## src/rtl/lockstep_delay_line.sv

```systemverilog
// lockstep_delay_line: N-stage free-running shift register, cleared by rst
module lockstep_delay_line #(
  parameter int W = 33,
  parameter int N = 3
) (
  input  logic         clk,
  input  logic         rst,
  input  logic [W-1:0] din,
  output logic [W-1:0] dout
);
  logic [W-1:0] sr [N];
  always_ff @(posedge clk) begin
    if (rst) begin
      for (int i = 0; i < N; i++) sr[i] <= '0;
    end else begin
      sr[0] <= din;
      for (int i = 1; i < N; i++) sr[i] <= sr[i-1];
    end
  end
  assign dout = sr[N-1];
endmodule

```

## config.mk

```make
export PLATFORM = sky130hd
export DESIGN_NAME = lockstep_delay_line
export DESIGN_NICKNAME = d
export VERILOG_FILES = /design/src/rtl/lockstep_delay_line.sv
export SDC_FILE = /design/constraint.sdc
export NUM_CORES = 1
export LEC_CHECK = 0
export ABC_AREA = 1
export CAP_MARGIN = 10
export CORE_MARGIN = 2
export CORE_UTILIZATION = 49
export DETAILED_ROUTE_END_ITERATION = 7
export HOLD_SLACK_MARGIN = 0.12
export PLACE_DENSITY = 0.8
export SLEW_MARGIN = 20
export SYNTH_ARGS = -nofsm -noshare
export SYNTH_HDL_FRONTEND = slang
export SYNTH_SLANG_ARGS = --single-unit
```

## constraint.sdc

```tcl
create_clock -name clk -period 0.8 [get_ports clk]
set_input_delay 0.08 -clock clk [delete_from_list [all_inputs] [get_ports clk]]
set_output_delay 0.08 -clock clk [all_outputs]
set_load 0.05 [all_outputs]
```

==> run summary, run 1 <==
Largest delay share family, worst path: flip-flops
RSZ-0062 raised after global routing: true
final-stage net count: 413
CTS tree: done
vias: 1790
proportion of layout cells with a drive suffix above 1: 22.45%
IO Port Bufs: 67
fill count: 439
Synth top area share: 65.05%
Hold/Removal Path Class: input pin to flip-flop
Remaining DRCs: 0
Hold WS: 0.1316 ns
largest cells by area after synthesis: dfxtp_1 65%, inv_1 12%, nor2_1 12%
Clock Tree Root: clkbuf_8
die footprint: 6864 um2
Final Hold Viols: 0
first-pass GRT wire length: 7.120 mm
pwr/cell area: 2230 nW/um2
antenna cells: 0
gpl congestion: 0.6846
Fmax achieved: 1.086 GHz
post-synthesis sequential area ratio: 65.05%
CP max FO: 1
Area Overhead vs Synth: 35.03%
Static Leak: 1.886 nW
Clock Path Buffers: 2
Sink Count: 99
CTS Buf Count: 9
DRT iter0 DRCs: 53
violated checks: setup timing
Post-Synthesis Cell Area: 3047 um2
core area: 5956 um2
status: finished, violations left
Yosys top cell by area: dfxtp_1
Slew headroom: 87.18%
Worst path depth: 1
crit share post-route: 115.1%
initial core utilization: 51.16%
initial antenna violation count: 0
wire per inst: 9.127 um
Die W: 82.85 um
Worst Path Arrival: 0.84 ns
Distinct cells, synth: 6
largest registers: sr (99)
setup ws final: -0.1206 ns
number of max-cap violations: 0
FP Rows: 28
worst endpoint required time: 0.72 ns
YS warnings: 0
clock tree skew after final layout: 0.008087 ns
GRT Overall Usage: 13.29%
Hold EP: sr[0][91]
Final Max Slew Viols: 0
# H-tree levels: 3
Post-Route WL: 4.180 mm
critical path class: flip-flop to output pin
max reg flops: 99
vias in the first global route: 1784
cell chain of the critical path: buf_12
worst hold start: rst
worst vdd ir: 1.380 mV
CP startpoint kind: flip-flop
Syn Area/Cell: 8.935 um2
final setup fails: 33
overall overflow remaining after global route: 0
worst r2r src: sr[0][8]
WP buf/inv: 1
synthesized flop and latch total: 99
hold path depth: 3
vias per cell: 3.908
crit end category: output pin
Clock transition at path regs: 0.10 ns
final critical-path required period: 0.9206 ns
slowest CP cell: dfxtp_2
fin util: 69.08%
Slowest Stage Delay on Critical Path: 0.36 ns
Post-CTS Setup Repair Bufs: 0
Die H: 82.85 um
Post-Syn Instances: 341
Top Ports: 68
drt pass-1 iters: 3
worst-skew pair later-pin latency: 0.35 ns
RR Endpoint: sr[0][41]
Reg with most FFs: sr
CP startpoint: sr[0][84]
R2R cell count: 2
Worst Tran Pin Value: 0.1923 ns
syn_nets: 376
DP Wirelength: 2.967 mm
antenna-violating nets left: 0
flop-to-flop setup slack: 0.27 ns
largest net degree at the start of global routing: 42
[worst max-delay path by stage]
| stage | end | slack (ns) |
|---|---|---|
| after global placement | sr[0][11] | 0.07 |
| after global routing | dout[22] | -0.16 |
| after CTS | dout[4] | -0.15 |
| final | dout[18] | -0.12 |
| after detailed placement | sr[0][1] | 0.04 |
| after floorplan | sr[0][87] | 0.22 |
[cell usage after synthesis]
| master | n |
|---|---|
| dfxtp_1 | 99 |
| inv_1 | 99 |
| nor2_1 | 99 |
| buf_4 | 33 |
| buf_2 | 8 |
| buf_6 | 3 |
[cells in the final DEF, fill, tap and decap left out]
master | Yosys | layout
clkinv_4 | 0 | 2
inv_8 | 0 | 1
clkbuf_8 | 0 | 9
buf_12 | 0 | 35
dfxtp_1 | 99 | 66
clkinvlp_4 | 0 | 1
dfxtp_2 | 0 | 33
clkdlybuf4s50_1 | 0 | 33
inv_1 | 99 | 99
nor2_1 | 99 | 99
inv_6 | 0 | 2
buf_4 | 33 | 2
bufinv_16 | 0 | 1
[through the flow]
stage / setup TNS [ns] / power [W] / std cells / instance area (um2) / worst slack, ns
2_1_floorplan: 0 / 0.005725 / 341 / 3047 / 0.2232
3_3_place_gp: 0 / 0.006053 / 442 / 3865 / 0.07372
3_5_place_dp: 0 / 0.006086 / 442 / 3865 / 0.04169
4_1_cts: -4.448 / 0.009296 / 458 / 4114 / -0.1479
5_1_grt: -4.849 / 0.009555 / 458 / 4114 / -0.1595
6_report: -3.617 / 0.009175 / 458 / 4114 / -0.1206
[final cells by class]
type | count | area [um2] | share of cell area (%)
clock buffers | 9 | 123.9 | 3.011
clock inverters | 7 | 83.83 | 2.038
inverters | 99 | 371.6 | 9.033
multi-input cells | 99 | 371.6 | 9.033
flip-flops and latches | 99 | 2023 | 49.18
well taps | 75 | 93.84 | 2.281
repair buffers | 70 | 1046 | 25.43
[per-layer routing]
metal	vias up	track usage [%]	part of all wire (%)
met4	0	10.13	4.4
li1	959	-	-
met3	17	3.777	4.7
met1	763	11.66	37
met2	51	25.00	54
met5	-	0	0
[logic make-up (layout without fill, tap and decap cells)]
kind of cell,after synthesis,in the layout,share of synthesized area (%)
simple gates,99,99,12.20
flops,99,99,65.05
buf+inv,143,185,22.75
[worst register-to-register path: stages, from the launching register on]
cell and delay, ns:
dfxtp_1 0.34, inv_1 0.05, nor2_1 0.09
[power breakdown]
part           total [W]  internal [W]  switching (W)
logic           0.000763      0.000402       0.000362
registers        0.00521       0.00513      0.0000758
clock network    0.00320       0.00150        0.00170
[repair_timing]
action                                  4_1_cts  5_1_grt
endpoints found under the setup margin       33       33
endpoints found under the hold margin         4        0
gates resized for setup                      33        0
No activity file was read; power rests on OpenSTA's default activity.
==> inputs of run 2 (changes only) <==
- CAP_MARGIN: 10 -> unset
- CORE_MARGIN: 2 -> unset
==> run 2 against run 1 <==
The run still ends with setup timing left. Clock power fell by 4%. Combinational power fell by 1%. Count of clock-buffer cells in the layout rose by 3. Design area fell by 0.49%. Die area decreased by 4.8%. Sequential share of layout area grew 0.24 points. Maximum frequency rose by 0.99%. Largest power group unchanged.
==> run summary, run 2 (synthesis gave the netlist of run 1 again) <==
Top Ports: 68
DRT iter0 DRCs: 26
Worst Path Arrival: 0.83 ns
Remaining DRCs: 0
Final Cell Area: 4094 um2
vias in the first global route: 1582
number of max-cap violations: 0
gpl congestion: 0.6541
register area: 2023 um2
Area Overhead vs Synth: 34.37%
Clock Path Buffers: 2
Cells after DPL: 441
Die H: 80.85 um
final setup fails: 33
net switching power: 0.001961 W
initial core utilization: 51.16%
cell chain of the critical path: buf_12
worst vdd ir: 1.318 mV
Clock transition at path regs: 0.09 ns
Post-Route WL: 3.666 mm
hold_buf cts: 0
CP startpoint kind: flip-flop
Final Hold Viols: 0
RSZ-0062 raised after global routing: true
area occupied by multi-input gates: 371.6 um2
CTS tree: done
final critical-path required period: 0.9116 ns
fill count: 448
critical path class: flip-flop to output pin
hold path depth: 3
commonest cells after routing, fill and taps aside: 99 x inv_1, 99 x nor2_1, 66 x dfxtp_1
worst-skew pair later-pin latency: 0.34 ns
largest net degree at the start of global routing: 52
crit end category: output pin
violated checks: setup timing
clock network fraction of total power: 34.0%
CP max FO: 1
Static Leak: 1.872 nW
internal power: 0.007058 W
Hold/Removal Path Class: input pin to flip-flop
overall overflow remaining after global route: 0
# H-tree levels: 3
core area: 5956 um2
worst r2r src: sr[0][57]
drt pass-1 iters: 5
vias: 1752
clock tree skew after final layout: 0.008694 ns
final instance count without filler cells: 457
CTS Buf Count: 9
Final Max Slew Viols: 0
status: finished, violations left
max reg flops: 99
crit share post-route: 113.9%
pwr/cell area: 2203 nW/um2
Largest delay share family, worst path: flip-flops
WP buf/inv: 1
proportion of layout cells with a drive suffix above 1: 21.73%
switching part of the total power: 21.74%
worst hold start: rst
GRT Overall Usage: 13.07%
Fmax achieved: 1.097 GHz
Worst path depth: 1
CP startpoint: sr[0][85]
Die W: 80.85 um
Slew headroom: 87.16%
FP Rows: 28
worst endpoint required time: 0.72 ns
R2R cell count: 2
Slowest Stage Delay on Critical Path: 0.35 ns
slowest CP cell: dfxtp_2
initial antenna violation count: 0
antenna-violating nets left: 0
Worst Tran Pin Value: 0.1926 ns
IO Port Bufs: 67
largest registers: sr (99)
sequential share of power: 57.7%
wire per inst: 8.022 um
setup ws final: -0.1116 ns
Reg with most FFs: sr
first-pass GRT wire length: 6.279 mm
DP Wirelength: 2.637 mm
Placement Setup Slack: 0.04967 ns
placed standard-cell area: 3857 um2
Gate power share: 8.3%
final-stage net count: 412
vias per cell: 3.834
die footprint: 6537 um2
Clock Tree Root: clkbuf_8
antenna cells: 0
Sink Count: 99
[run 2: metal layers]
layer	part of all wire (%)	routed length (um)	global-route usage, %
met4	3.9	142	9.643
met5	0	0	0
met3	4.1	151	4.045
met1	39	1421	12.19
met2	53	1949	23.78
[run 2: metrics by stage]
stage	power (W)	utilization, %	setup TNS [ns]	hold WS [ns]
detailed placement	0.006075	64.77	0	0.3921
global placement	0.006044	64.77	0	0.3893
finish	0.009019	68.74	-3.326	0.1651
CTS	0.009102	68.74	-3.991	0.1588
global route	0.009404	68.74	-4.472	0.1783
floorplan	0.005725	-	0	0.1870
[run 2: power groups by stage]
stage / combinational (W) / clock (W) / sequential (W)
5_1_grt: 0.000831 / 0.00335 / 0.00522
2_1_floorplan: 0.000451 / 0 / 0.00527
6_report: 0.000752 / 0.00306 / 0.00520
3_5_place_dp: 0.000761 / 0 / 0.00531
3_3_place_gp: 0.000740 / 0 / 0.00530
4_1_cts: 0.000764 / 0.00313 / 0.00520
[run 2: layout make-up]
type                       count  share of cell area, %
clock buffer                  12                  3.545
clock inverter                 4                  1.222
inverter                      99                  9.077
multi-input combinational     99                  9.077
sequential                    99                  49.42
tap                           75                  2.292
timing repair buffer          69                  25.37
[run 2: what timing repair did]
action | CTS | global route
hold endpoints to repair | 0 | 0
pin swaps | 0 | 0
setup buffers | 0 | 0
setup endpoints to repair | 33 | 33
gates resized for setup | 33 | 0
[run 2: final timing paths]
kind | endpoint | slack (ns)
max | dout[19] | -0.11
min | sr[0][97] | 0.17
max reg2reg | sr[0][90] | 0.29
min reg2reg | sr[0][77] | 0.39
